--- config.mk ---
export PLATFORM = sky130hd
export DESIGN_NAME = spi_xfer_sequencer_flat
export DESIGN_NICKNAME = d
export VERILOG_FILES = /design/src/rtl/spi_xfer_sequencer_if.sv /design/src/rtl/spi_xfer_sequencer.sv /design/src/flat_wrapper.sv
export SDC_FILE = /design/constraint.sdc
export NUM_CORES = 1
export LEC_CHECK = 0
export BUFFER_PORTS_ARGS = -buffer_cell sky130_fd_sc_hd__buf_2
export CORE_ASPECT_RATIO = 2
export CORE_MARGIN = 5
export CORE_UTILIZATION = 50
export CTS_CLUSTER_DIAMETER = 40
export DETAILED_ROUTE_END_ITERATION = 12
export PLACE_DENSITY_LB_ADDON = 0.12
export SLEW_MARGIN = 40
export SYNTH_ARGS = -nofsm -noshare
export SYNTH_HDL_FRONTEND = slang
export SYNTH_SLANG_ARGS = --single-unit
--- constraint.sdc ---
create_clock -name wb_clk_in -period 2.3 [get_ports wb_clk_in]
set_clock_uncertainty 0.15 [all_clocks]
set_input_delay 0 -clock wb_clk_in [delete_from_list [all_inputs] [get_ports wb_clk_in]]
set_output_delay 0 -clock wb_clk_in [all_outputs]
set_load 0.02 [all_outputs]
--- src/rtl/spi_xfer_sequencer_if.sv ---
// Wishbone master bus between spi_xfer_sequencer and the spi_top slave port.
// Signals: adr/dat/sel/we/stb/cyc (master out), dat_i/ack_i/int_i (slave out).
interface spi_xfer_sequencer_if;
    logic [4:0]  wb_adr_o;
    logic [31:0] wb_dat_o;
    logic [3:0]  wb_sel_o;
    logic        wb_we_o;
    logic        wb_stb_o;
    logic        wb_cyc_o;
    logic [31:0] wb_dat_i;
    logic        wb_ack_i;
    logic        wb_int_i;

    modport master (
        output wb_adr_o, wb_dat_o, wb_sel_o,
        output wb_we_o, wb_stb_o, wb_cyc_o,
        input  wb_dat_i, wb_ack_i, wb_int_i
    );

    modport slave (
        input  wb_adr_o, wb_dat_o, wb_sel_o,
        input  wb_we_o, wb_stb_o, wb_cyc_o,
        output wb_dat_i, wb_ack_i, wb_int_i
    );
endinterface

--- src/rtl/spi_xfer_sequencer.sv ---
// Two-port round-robin Wishbone master that runs one spi_top transfer per
// request: CTRL, DIVIDER, SS, TX0, GO, wait for completion, read RX0, respond.
// Ports: wb_clk_in/wb_rst_in (sync, active-high), req_* (per-port request,
//   valid/ready), cfg_div_i/cfg_mode_i (sampled at accept), resp_* (one-cycle
//   one-hot response), wb (Wishbone master modport incl. ack and interrupt).
// Option: define SPI_SEQ_POLL_EN to poll GO_BSY instead of using wb_int_i.
module spi_xfer_sequencer #(
    parameter int SS_NB       = 8,
    parameter int TIMEOUT_CYC = 4096
) (
    input  logic                 wb_clk_in,
    input  logic                 wb_rst_in,
    input  logic [1:0]           req_valid_i,
    output logic [1:0]           req_ready_o,
    input  logic [31:0]          req_data0_i,
    input  logic [31:0]          req_data1_i,
    input  logic [SS_NB-1:0]     req_ss0_i,
    input  logic [SS_NB-1:0]     req_ss1_i,
    input  logic [6:0]           req_len0_i,
    input  logic [6:0]           req_len1_i,
    input  logic [15:0]          cfg_div_i,
    input  logic [2:0]           cfg_mode_i,
    output logic [1:0]           resp_valid_o,
    output logic [31:0]          resp_data_o,
    output logic                 resp_err_o,
    spi_xfer_sequencer_if.master wb
);
    localparam int CW = (TIMEOUT_CYC > 2) ? $clog2(TIMEOUT_CYC) : 1;
    localparam logic [CW-1:0] CNT_LAST = CW'(TIMEOUT_CYC - 1);

`ifdef SPI_SEQ_POLL_EN
    localparam logic IE_BIT = 1'b0;
    logic unused_int;
    assign unused_int = wb.wb_int_i;
`else
    localparam logic IE_BIT = 1'b1;
`endif

    typedef enum logic [3:0] {
        IDLE, WR_CTRL, WR_DIV, WR_SS, WR_TX,
        WR_GO, WAIT_DONE, RD_RX, RESP
    } state_e;

    state_e           state_q, state_d;
    logic             gap_q, gap_d;
    logic             grant_q;
    logic             last_q, last_d;
    logic [CW-1:0]    cnt_q, cnt_d;
    logic [31:0]      rx_q, rx_d;
    logic             err_q, err_d;
    logic [31:0]      data_q;
    logic [SS_NB-1:0] ss_q;
    logic [6:0]       len_q;
    logic [15:0]      div_q;
    logic [2:0]       mode_q;

    logic             gsel;
    logic             accept;
    logic             bus_act;
    logic             ack;
    logic             done;
    logic [31:0]      ctrl_w;

    // CTRL with GO=0; the GO write ORs in bit 8.
    assign ctrl_w = {18'b0, 1'b1, IE_BIT, mode_q, 1'b0, 1'b0, len_q};

    // Both requesting: serve the port that did not win last time.
    always_comb begin
        gsel   = (req_valid_i == 2'b11) ? ~last_q : req_valid_i[1];
        accept = (state_q == IDLE) && !wb_rst_in && (req_valid_i != 2'b00);
    end

    // gap_q marks the mandatory idle bus cycle between back-to-back accesses.
    always_comb begin
        unique case (state_q)
            WR_CTRL, WR_DIV, WR_SS,
            WR_TX, WR_GO, RD_RX:  bus_act = !gap_q;
`ifdef SPI_SEQ_POLL_EN
            WAIT_DONE:            bus_act = !gap_q;
`endif
            default:              bus_act = 1'b0;
        endcase
    end

    assign ack = bus_act && wb.wb_ack_i;

    always_ff @(posedge wb_clk_in) begin
        if (wb_rst_in) begin
            state_q <= IDLE;
            gap_q   <= 1'b0;
            grant_q <= 1'b0;
            last_q  <= 1'b1;
            cnt_q   <= '0;
            rx_q    <= '0;
            err_q   <= 1'b0;
            data_q  <= '0;
            ss_q    <= '0;
            len_q   <= '0;
            div_q   <= '0;
            mode_q  <= '0;
        end else begin
            state_q <= state_d;
            gap_q   <= gap_d;
            last_q  <= last_d;
            cnt_q   <= cnt_d;
            rx_q    <= rx_d;
            err_q   <= err_d;
            if (accept) begin
                grant_q <= gsel;
                data_q  <= gsel ? req_data1_i : req_data0_i;
                ss_q    <= gsel ? req_ss1_i : req_ss0_i;
                len_q   <= gsel ? req_len1_i : req_len0_i;
                div_q   <= cfg_div_i;
                mode_q  <= cfg_mode_i;
            end
        end
    end

    always_comb begin
        state_d = state_q;
        gap_d   = gap_q;
        last_d  = last_q;
        cnt_d   = '0;
        rx_d    = rx_q;
        err_d   = err_q;
        done    = 1'b0;
        unique case (state_q)
            IDLE: begin
                if (accept) begin
                    state_d = WR_CTRL;
                    gap_d   = 1'b0;
                    err_d   = 1'b0;
                    rx_d    = '0;
                end
            end
            WR_CTRL, WR_DIV, WR_SS, WR_TX, WR_GO: begin
                if (gap_q) begin
                    gap_d = 1'b0;
                end else if (ack) begin
                    gap_d = 1'b1;
                    unique case (state_q)
                        WR_CTRL: state_d = WR_DIV;
                        WR_DIV:  state_d = WR_SS;
                        WR_SS:   state_d = WR_TX;
                        WR_TX:   state_d = WR_GO;
                        default: state_d = WAIT_DONE;
                    endcase
                end
            end
            WAIT_DONE: begin
                cnt_d = cnt_q + 1'b1;
`ifdef SPI_SEQ_POLL_EN
                if (gap_q) begin
                    gap_d = 1'b0;
                end else if (ack) begin
                    gap_d = 1'b1;
                    done  = !wb.wb_dat_i[8];
                end
`else
                done = wb.wb_int_i;
`endif
                // Completion seen on the last counted cycle still wins.
                if (done) begin
                    state_d = RD_RX;
                    cnt_d   = '0;
`ifdef SPI_SEQ_POLL_EN
                    gap_d   = 1'b1;
`else
                    gap_d   = 1'b0;
`endif
                end else if (cnt_q == CNT_LAST) begin
                    state_d = RESP;
                    gap_d   = 1'b0;
                    err_d   = 1'b1;
                    rx_d    = '0;
                    cnt_d   = '0;
                end
            end
            RD_RX: begin
                if (gap_q) begin
                    gap_d = 1'b0;
                end else if (ack) begin
                    rx_d    = wb.wb_dat_i;
                    state_d = RESP;
                end
            end
            RESP: begin
                state_d = IDLE;
                last_d  = grant_q;
            end
            default: state_d = IDLE;
        endcase
    end

    always_comb begin
        wb.wb_cyc_o = bus_act;
        wb.wb_stb_o = bus_act;
        wb.wb_sel_o = bus_act ? 4'hF : 4'h0;
        wb.wb_we_o  = 1'b0;
        wb.wb_adr_o = 5'h00;
        wb.wb_dat_o = 32'h0;
        if (bus_act) begin
            unique case (state_q)
                WR_CTRL: begin
                    wb.wb_we_o  = 1'b1;
                    wb.wb_adr_o = 5'h10;
                    wb.wb_dat_o = ctrl_w;
                end
                WR_DIV: begin
                    wb.wb_we_o  = 1'b1;
                    wb.wb_adr_o = 5'h14;
                    wb.wb_dat_o = {16'b0, div_q};
                end
                WR_SS: begin
                    wb.wb_we_o  = 1'b1;
                    wb.wb_adr_o = 5'h18;
                    wb.wb_dat_o = 32'(ss_q);
                end
                WR_TX: begin
                    wb.wb_we_o  = 1'b1;
                    wb.wb_adr_o = 5'h00;
                    wb.wb_dat_o = data_q;
                end
                WR_GO: begin
                    wb.wb_we_o  = 1'b1;
                    wb.wb_adr_o = 5'h10;
                    wb.wb_dat_o = ctrl_w | 32'h100;
                end
                WAIT_DONE: wb.wb_adr_o = 5'h10;
                RD_RX:     wb.wb_adr_o = 5'h00;
                default:   wb.wb_adr_o = 5'h00;
            endcase
        end
        req_ready_o  = accept ? (gsel ? 2'b10 : 2'b01) : 2'b00;
        resp_valid_o = 2'b00;
        resp_data_o  = 32'h0;
        resp_err_o   = 1'b0;
        if (state_q == RESP) begin
            resp_valid_o = grant_q ? 2'b10 : 2'b01;
            resp_data_o  = rx_q;
            resp_err_o   = err_q;
        end
    end
endmodule

--- src/flat_wrapper.sv ---
// flat-port wrapper written by rule: the top's interface ports become plain ports
module spi_xfer_sequencer_flat 
#(
    parameter int SS_NB       = 8,
    parameter int TIMEOUT_CYC = 4096
)
  (wb_clk_in, wb_rst_in, req_valid_i, req_ready_o, req_data0_i, req_data1_i, req_ss0_i, req_ss1_i, req_len0_i, req_len1_i, cfg_div_i, cfg_mode_i, resp_valid_o, resp_data_o, resp_err_o, wb_wb_adr_o, wb_wb_dat_o, wb_wb_sel_o, wb_wb_we_o, wb_wb_stb_o, wb_wb_cyc_o, wb_wb_dat_i, wb_wb_ack_i, wb_wb_int_i);
  spi_xfer_sequencer_if wb_i ();
  input  logic wb_clk_in;
  input  logic wb_rst_in;
  input  logic [1:0] req_valid_i;
  output logic [1:0] req_ready_o;
  input  logic [31:0] req_data0_i;
  input  logic [31:0] req_data1_i;
  input  logic [SS_NB-1:0] req_ss0_i;
  input  logic [SS_NB-1:0] req_ss1_i;
  input  logic [6:0] req_len0_i;
  input  logic [6:0] req_len1_i;
  input  logic [15:0] cfg_div_i;
  input  logic [2:0] cfg_mode_i;
  output logic [1:0] resp_valid_o;
  output logic [31:0] resp_data_o;
  output logic resp_err_o;
  output wire logic [$bits(wb_i.wb_adr_o)-1:0] wb_wb_adr_o;
  output wire logic [$bits(wb_i.wb_dat_o)-1:0] wb_wb_dat_o;
  output wire logic [$bits(wb_i.wb_sel_o)-1:0] wb_wb_sel_o;
  output wire logic [$bits(wb_i.wb_we_o)-1:0] wb_wb_we_o;
  output wire logic [$bits(wb_i.wb_stb_o)-1:0] wb_wb_stb_o;
  output wire logic [$bits(wb_i.wb_cyc_o)-1:0] wb_wb_cyc_o;
  input wire logic [$bits(wb_i.wb_dat_i)-1:0] wb_wb_dat_i;
  input wire logic [$bits(wb_i.wb_ack_i)-1:0] wb_wb_ack_i;
  input wire logic [$bits(wb_i.wb_int_i)-1:0] wb_wb_int_i;
  assign wb_wb_adr_o = wb_i.wb_adr_o;
  assign wb_wb_dat_o = wb_i.wb_dat_o;
  assign wb_wb_sel_o = wb_i.wb_sel_o;
  assign wb_wb_we_o = wb_i.wb_we_o;
  assign wb_wb_stb_o = wb_i.wb_stb_o;
  assign wb_wb_cyc_o = wb_i.wb_cyc_o;
  assign wb_i.wb_dat_i = wb_wb_dat_i;
  assign wb_i.wb_ack_i = wb_wb_ack_i;
  assign wb_i.wb_int_i = wb_wb_int_i;
  spi_xfer_sequencer #(.SS_NB(SS_NB), .TIMEOUT_CYC(TIMEOUT_CYC)) u_core (.wb_clk_in(wb_clk_in), .wb_rst_in(wb_rst_in), .req_valid_i(req_valid_i), .req_ready_o(req_ready_o), .req_data0_i(req_data0_i), .req_data1_i(req_data1_i), .req_ss0_i(req_ss0_i), .req_ss1_i(req_ss1_i), .req_len0_i(req_len0_i), .req_len1_i(req_len1_i), .cfg_div_i(cfg_div_i), .cfg_mode_i(cfg_mode_i), .resp_valid_o(resp_valid_o), .resp_data_o(resp_data_o), .resp_err_o(resp_err_o), .wb(wb_i));
endmodule
# After elaboration in Yosys (flattened, before gate mapping)
# Index checks and enable logic that the tools add are counted.
[op_classes]
addsub = 1
eq_ne = 18
muxes = 42
bitwise = 2
reduce_logical = 18
[op_table]
columns = ["op", "count"]
rows = [
  ["$mux W32", 8],
  ["$pmux W32 S5", 1],
  ["$pmux W32 S3", 1],
  ["$mux W4", 8],
  ["$eq A4 B3 Y1 const B", 4],
  ["$pmux W4 S4", 1],
  ["$pmux W5 S3", 1],
  ["$add A12 B1 Y12 const B", 1],
  ["$eq A12 B12 Y1 const B", 1],
  ["$mux W1", 12],
  ["$pmux W3 S4", 1],
  ["$reduce_and A6 Y1", 2],
  ["$eq A4 B2 Y1 const B", 2],
  ["$mux W2", 4],
  ["$mux W8", 1],
  ["$ne A2 B1 Y1 const B", 4],
  ["$mux W7", 1],
  ["$ne A2 B2 Y1 const B", 3],
  ["$reduce_or A6 Y1", 1],
  ["$mux W5", 1],
  ["$reduce_or A5 Y1", 1],
  ["$eq A4 B1 Y1 const B", 1],
  ["$eq A4 B4 Y1 const B", 1],
  ["$logic_not A4 Y1", 1],
  ["other kinds (14)", 19],
]
[word_totals]
register_bits = 118
input_bits = 151
output_inout_bits = 81
word_cells = 93

# Longest topological paths before layout
# Gate-level depths: netlist (run 1).
[depth]
depth_word = 7
ltp_mapped = 8
mapped_depth_nobuf = 5

# Least setup slack after synthesis (run 1)
# Ideal clock, no wire load.
[synth_timing]
path_kind = "register to output"
startpoint = "reg u_core.state_q[1]"
endpoint = "out wb_wb_dat_o[10]"
arrival_time_ns = 1.743
required_ns = 2.150
path_slack_ns = 0.407
stages_incl_launch_ff = 7
path_buffers = 3
cell_sequence = "dfxtp_1 > buf_4 > and2_1 > or4_1 > buf_2 > buf_2 > a21oi_1"
[synth_between]
elab_chain_len = 4
elab_cells_between_ends = 10
classes_between = "6 x eq/ne; 3 x mux; 1 x reduce/logical"
[synth_rtl]
columns = ["element", "line", "text"]
rows = [
  ["from (decl)", "spi_xfer_sequencer.sv:44", "state_e state_q, state_d;"],
  ["from (signal assigned)", "spi_xfer_sequencer.sv:102", "state_q <= state_d;"],
  ["$eq A4 B3 Y1, or another cell as far along", "spi_xfer_sequencer.sv:75, spi_xfer_sequencer.sv:203", ""],
  ["$reduce_or A6 Y1", "spi_xfer_sequencer.sv:75", "unique case (state_q)"],
  ["$mux W1", "spi_xfer_sequencer.sv:75", ""],
  ["$mux W32 (*)", "spi_xfer_sequencer.sv:202", "if (bus_act) begin"],
  ["to (decl)", "flat_wrapper.sv:25", "output wire logic [$bits(wb_i.wb_dat_o)-1:0] wb_wb_dat_o;"],
]
# Mark *: on every way between the ends. The rest lies on a longest branch, timed or not.

# Worst setup path after layout (run 1)
[layout_timing]
startpoint = "reg u_core.state_q[2]"
endpoint = "out wb_wb_dat_o[3]"
# Same word-level chain as after synthesis.

==> summary.md, run 1 <==
| Metric | Value |
|---|---|
| Crit path time final | approximately 2.2 ns |
| Worst slew margin relative to its limit | between 50% and 60% |
| Setup crit end kind | output pin |
| Synth cell count leaders | dfxtp_1, nand2_1, nor2_1 |
| Actual slew at the worst max-slew pin | 0.7306 ns |
| Cell taking the most area after synthesis | dfxtp_1 |
| Pwr Total | 8.731 mW |
| Slew Viols, Final | 0 |
| Cell area after placement | 0.007322 mm2 |
| Most frequent cell after synthesis | dfxtp_1 |
| IO buf count | 229 |
| Longest Clk Path Bufs | 2 |
| DRT iter0 DRCs | between 400 and 500 |
| CTS Buf Count | 17 |
| H-tree levels | 4 |
| Status | finished, final reports clean |
| First-pass GRT wire length | 37.21 mm |
| Worst Path Max Fanout | 18 |
| Vias/cell | 5.858 |
| Register area share after synthesis | between 30% and 40% |
| Setup tns final | 0 ns |
| PnR worst setup slack | 0.06086 ns |
| GRT Total Usage | 31.63% |
| Num ports | 232 |
| Crit path launch type | flop |
| EDFF count, synth | 0 |
| Post-DRT Antenna Nets | 0 |
| Hpwl dp | 13.71 mm |
| CTS tree | done |
| Initial antenna violation count | 0 |
| Ys flop type | dfxtp_1 |
| Total gr overflow | 0 |
| Clk_lat worst skew | 0.41 ns |
| Setup violators final | 0 |
| Hold Crit Class | input port to flop |
| # DRC | 0 |
| Ys async rst share | 0% |
| Number of cell rows | 57 |
| Share of cells above drive strength 1 | ~28% |
| Register area | 0.002372 mm2 |
| Die span in x | 88.37 um |
| Seq cells post-synth | between 100 and 150 |
| Ant. Diodes | 0 |
| Largest net degree at the start of global routing | 66 |
| Worst VDD drop | 756.3 uV |
| Avg Cell Area, Syn | between 8 and 9 um2 |
| Clk sinks | approximately 120 |
| Gpl congestion | between 0.8 and 0.9 |
| Clock Root Buffer | clkbuf_16 |
| Post-Syn Area | 0.006142 mm2 |
| Type of the worst setup path | flop to output pin |
| Synth top area cells | dfxtp_1, mux2i_1, a22oi_1 |
| Layout fillers | 761 |
| CTS clk-pin slew, worst paths | 0.06 ns |
| Post-route cell area | between 0.009 and 0.01 mm2 |
| Critical Path RT | 2.15 ns |
| Fin crit share | between 90% and 100% |
| Synthesis-to-layout area growth | 54.53% |
| Synth top area share | 38.46% |
| Crit path max-delay cell type | or4_1 |
| PD cells | 919.9 mW/mm2 |
| Fin. Hold Viols | 0 |
| Post-Route WL | 23.48 mm |
| Netlist cell types | 50 |
| Routed via count | roughly 7200 |
| Fmax achieved | 446.6 MHz |
| Vias in the first global route | 7585 |
| Post-synthesis cell count | 731 |
| CP arrival | 2.09 ns |
| MaxCap Viol Count | 0 |
| Die ar. | between 0.01 and 0.015 mm2 |
| Dpl ws | 0.1938 ns |
| YS warnings | 0 |
| Multi-input combinational cell area | 0.003411 mm2 |
| DR pass1 iterations | 5 |
| CP cell instances | and2_1, or4_1, buf_6, a21oi_1, buf_4 |
| Setup repair after global routing missed its margin | no |
| CP peak stage delay | 0.50 ns |
| Mean routed wirelength per cell | 19.06 um |
| P_leak | ~4.4 nW |
| Chip Height | between 150 and 200 um |
| Final core occ | 78.29% |
| Nets | about 1200 |
| Core Area | 0.01212 mm2 |
| Starting Density | 50.66% |
-- worst max-delay path, delay by kind of cell (launching register included) --
kind	cells	cell delay, ns
DFF	1	0.40
buffers and inverters	2	0.37
AOI/OAI and AO/OA	1	0.19
and+or+nand+nor	2	0.73
-- per-layer routing --
layer / GRT usage, % / wire length, um
met1: 32.32 / 8025
met2: 57.58 / 12650
met3: 7.612 / 1598
met4: 15.53 / 1211
met5: 0 / 0
-- metrics by stage --
step | hold WS (ns) | instances
after floorplan | -0.01404 | 732
after global placement | 0.08228 | 1046
after detailed placement | 0.08609 | 1046
after CTS | 0.04468 | 1230
after global routing | 0.07538 | 1232
final | 0.05631 | 1232
-- placed cells by master, fill, tap and decap left out, drive strengths merged, types with 32 or more instances in the layout --
cell type,instances
and3,40
mux2i,48
dlygate4sd3,152
o221ai,32
a21oi,35
buf,252
a22oi,52
a211oi,50
nor2b,34
nor2,69
nand2,86
dfxtp,118
-- report_power, final --
part	internal (mW)	switching (mW)
registers	2.46	0.304
clock network	1.68	0.949
logic	1.26	2.08
total	5.39	3.34
-- sequential cells by signal, indices dropped and copies added (netlist names) --
signal and count:
u_core.last_q 1, u_core.mode_q 3, u_core.len_q 7, u_core.grant_q 1
u_core.err_q 1, u_core.state_q 4, u_core.cnt_q 12, u_core.gap_q 1
u_core.data_q 32, u_core.div_q 16, u_core.rx_q 32, u_core.ss_q 8
-- path summary, 6_finish.rpt --
kind                           from                to  slack, ns  cells after the start
setup reg to reg      u_core.last_q  u_core.data_q[1]       0.13                      5
hold / removal       req_valid_i[0]   u_core.len_q[5]       0.06                      3
setup / recovery  u_core.state_q[2]    wb_wb_dat_o[3]       0.06                      5
hold reg to reg        u_core.err_q      u_core.err_q       0.31                      2
-- logic make-up (layout without fill, tap and decap cells) --
| logic type | Yosys count | in the layout | share of synthesized area [%] |
|---|---|---|---|
| AOI/OAI and AO/OA | 187 | 187 | 22.33 |
| xor gates and xnor gates | 10 | 10 | 1.426 |
| adders and majority gates | 1 | 1 | 0.2037 |
| buffers and inverters | 90 | 443 | 7.089 |
| DFF | 118 | 118 | 38.46 |
| muxes | 48 | 48 | 7.822 |
| other | 1 | 2 | 0.06105 |
| and+or+nand+nor | 276 | 276 | 22.61 |
-- what timing repair did --
action / CTS / global route
resized for setup: 7 / 10
setup endpoints to repair: 34 / 36
setup buffers: 0 / 2
hold buffers: 152 / 0
hold endpoints to repair: 105 / 0
pin swaps: 0 / 1
-- final cells by class --
cell class,instances,share of cell area [%]
well taps,147,1.938
inverters,7,0.2768
flip-flops and latches,118,24.99
clock buffers,21,4.956
multi-input cells,524,35.93
clock inverters,11,1.305
repair buffers,404,30.60
Power figures use the tool's default switching activity.
==> run 2: changes to the inputs <==
CORE_UTILIZATION = 54   (was 50)
clock period = 2.8 ns   (was 2.3 ns; I/O delays follow)
==> summary.md, run 2 (synthesis gave the netlist of run 1 again) <==
| Metric | Value |
|---|---|
| Status | finished, final reports clean |
| CP arrival | 2.91 ns (+0.82 ns) |
| Nets | 1229 (+0.41%) |
| PD cells | 799.6 mW/mm2 (-13%) |
| Reg2reg end | u_core.data_q[28] |
| Crit path time final | approximately 2.7 ns |
| Most used cell, CP | dlygate4sd3_1 |
| Setup violators final | 0 (unchanged) |
| Crit path max-delay cell type | dlygate4sd3_1 |
| Vias/cell | 6.252 (+6.7%) |
| IO buf count | 229 (unchanged) |
| Clk_lat worst skew | 0.41 ns (about the same) |
| Ant. Diodes | 0 (unchanged) |
| Gpl congestion | 0.8923 (+1.7%) |
| Highest-count cells in the layout ignoring fill and taps | buf_2, dlygate4sd3_1, dfxtp_1, nand2_1, nor2_1 |
| Placed Instances | 1035 (-1.1%) |
| Actual slew at the worst max-slew pin | 0.7053 ns (-0.02523 ns) |
| Fin Hold WS | 0.08635 ns (+0.03004 ns) |
| Clock Root Buffer | clkbuf_16 |
| Fin crit share | 96.60% |
| Synthesis-to-layout area growth | 55.94% |
| Initial antenna violation count | 0 (unchanged) |
| Share of cells above drive strength 1 | 26.97% (-1.1 points) |
| Hold Crit Class | input port to flop |
| Finished Layout Cells | 1232 (unchanged) |
| Routed via count | 7702 (+6.7%) |
| Vias in the first global route | 7988 (+5.3%) |
| Setup crit end kind | flop |
| Met2 WL post-DR | 13.79 mm (+9.1%) |
| H-tree levels | 4 (unchanged) |
| Top Registers | u_core.data_q (32), u_core.rx_q (32), u_core.div_q (16) |
| First-pass GRT wire length | 40.96 mm (+10%) |
| Num ports | 232 (unchanged) |
| CP endpoint | u_core.data_q[28] |
| Post-DRT Antenna Nets | 0 (unchanged) |
| Fmax achieved | 369.7 MHz |
| DRT iter0 DRCs | 750 (+58%) |
| Setup repair after global routing missed its margin | no |
| Slew Viols, Final | 0 (unchanged) |
| Longest Clk Path Bufs | 2 (unchanged) |
| Die ar. | 0.01374 mm2 (-6.8%) |
| Beginning of the critical path | u_core.last_q |
| CP cell instances | a21boi_4, buf_12, mux2i_1, dlygate4sd3_1, a211oi_1, dlygate4sd3_1 |
| Fin. Hold Viols | 0 (unchanged) |
| # DRC | 0 (unchanged) |
| Met3 wire length | 2.280 mm (+43%) |
| Clk sinks | 118 (unchanged) |
| Die span in x | 85.42 um (-3.3%) |
| P_leak | 4.423 nW (+1.3%) |
| Worst VDD drop | 646.7 uV (-14%) |
| CTS tree | done |
| Worst slew margin relative to its limit | 52.98% (+1.7 points) |
| CTS Buf Count | 17 (unchanged) |
| Largest net degree at the start of global routing | 69 (+4.5%) |
| Starting Density | 54.76% (+4.1 points) |
| Number of cell rows | 55 (-3.5%) |
| Total gr overflow | 0 (unchanged) |
| Reg-to-reg setup timing slack | 0.1 ns (-0.03 ns) |
| Max Used Layer | met4 |
| Type of the worst setup path | flop to flop |
| Hpwl dp | 13.41 mm (-2.2%) |
| CP peak stage delay | 0.63 ns (+0.13 ns) |
| Chip Height | 160.8 um (-3.5%) |
| Core Area | 0.01122 mm2 (-7.5%) |
| Crit path launch type | flop |
| GRT Total Usage | 37.60% (+6.0 points) |
| Hold depth | 4 (+1) |
| Layout fillers | 533 (-30%) |
| Worst r2r src | u_core.last_q |
| MaxCap Viol Count | 0 (unchanged) |
| Most common cell after layout, fill and taps aside | buf_2 |
| DR pass1 iterations | 6 (+1) |
| Met1 Wirelength | 8.726 mm (+8.7%) |
| Critical Path RT | 3.01 ns (+0.86 ns) |
| R2R cell count | 6 (+1) |
| Setup tns final | 0 ns (unchanged) |
| Worst Path Max Fanout | 50 (+32) |
| CTS clk-pin slew, worst paths | 0.06 ns (about the same) |
| Mean routed wirelength per cell | 21.66 um (+14%) |
| Post-Route WL | 26.69 mm (+14%) |
## run 2: what timing repair did
item,in CTS,in global routing
setup buffers,0,4
hold buffers,160,0
gates resized for setup,0,5
setup endpoints to repair,0,39
hold endpoints to repair,104,0
## run 2: layer usage
| layer | vias to the layer above | GRT usage, % |
|---|---|---|
| met5 | - | 0 |
| met4 | 0 | 25.86 |
| met3 | 170 | 8.830 |
| met2 | 608 | 66.71 |
| met1 | 3596 | 37.61 |
| li1 | 3328 | - |
## run 2: worst min-delay path by stage
stage / startpoint / slack, ns / endpoint
finish: req_valid_i[1] / 0.09 / u_core.div_q[7]
global route: req_valid_i[1] / 0.11 / u_core.err_q
CTS: req_valid_i[1] / 0.02 / u_core.grant_q
global placement: wb_wb_dat_i[30] / 0.08 / u_core.rx_q[30]
floorplan: cfg_div_i[8] / -0.01 / u_core.div_q[8]
detailed placement: wb_wb_dat_i[0] / 0.09 / u_core.rx_q[0]
## run 2: layout make-up
cell class                 instances  area (um2)  area share [%]
timing repair buffer             408        2930           30.59
inverter                           7       26.28          0.2743
sequential                       118        2366           24.70
tap                              142       177.7           1.855
clock inverter                     7       165.2           1.724
clock buffer                      25       495.5           5.173
multi-input combinational        525        3417           35.68
## run 2: worst max-delay path: cells and delay by family, from the launching register on
kind                   cells  cell delay [ns]
AOI/OAI and AO/OA          2             0.50
DFF                        1             0.33
buffers and inverters      3             1.52
muxes                      1             0.12
## run 2: power breakdown
part | internal (mW) | switching [mW]
Combinational | 1.05 | 1.80
Sequential | 2.02 | 0.325
Clock | 1.68 | 0.795
Total | 4.74 | 2.92
## run 2: metrics by stage
step / setup slack [ns] / cell area (um2) / total power [mW] / utilization (%)
after detailed placement: 0.4328 / 7266 / 4.494 / 64.77
final: 0.09533 / 9578 / 7.659 / 85.39
after CTS: 0.08820 / 9528 / 7.187 / 84.94
after global placement: 0.5420 / 7258 / 4.423 / 64.71
after floorplan: 0.9069 / 6146 / 3.929 / -
after global routing: 0.04452 / 9578 / 7.897 / 85.39
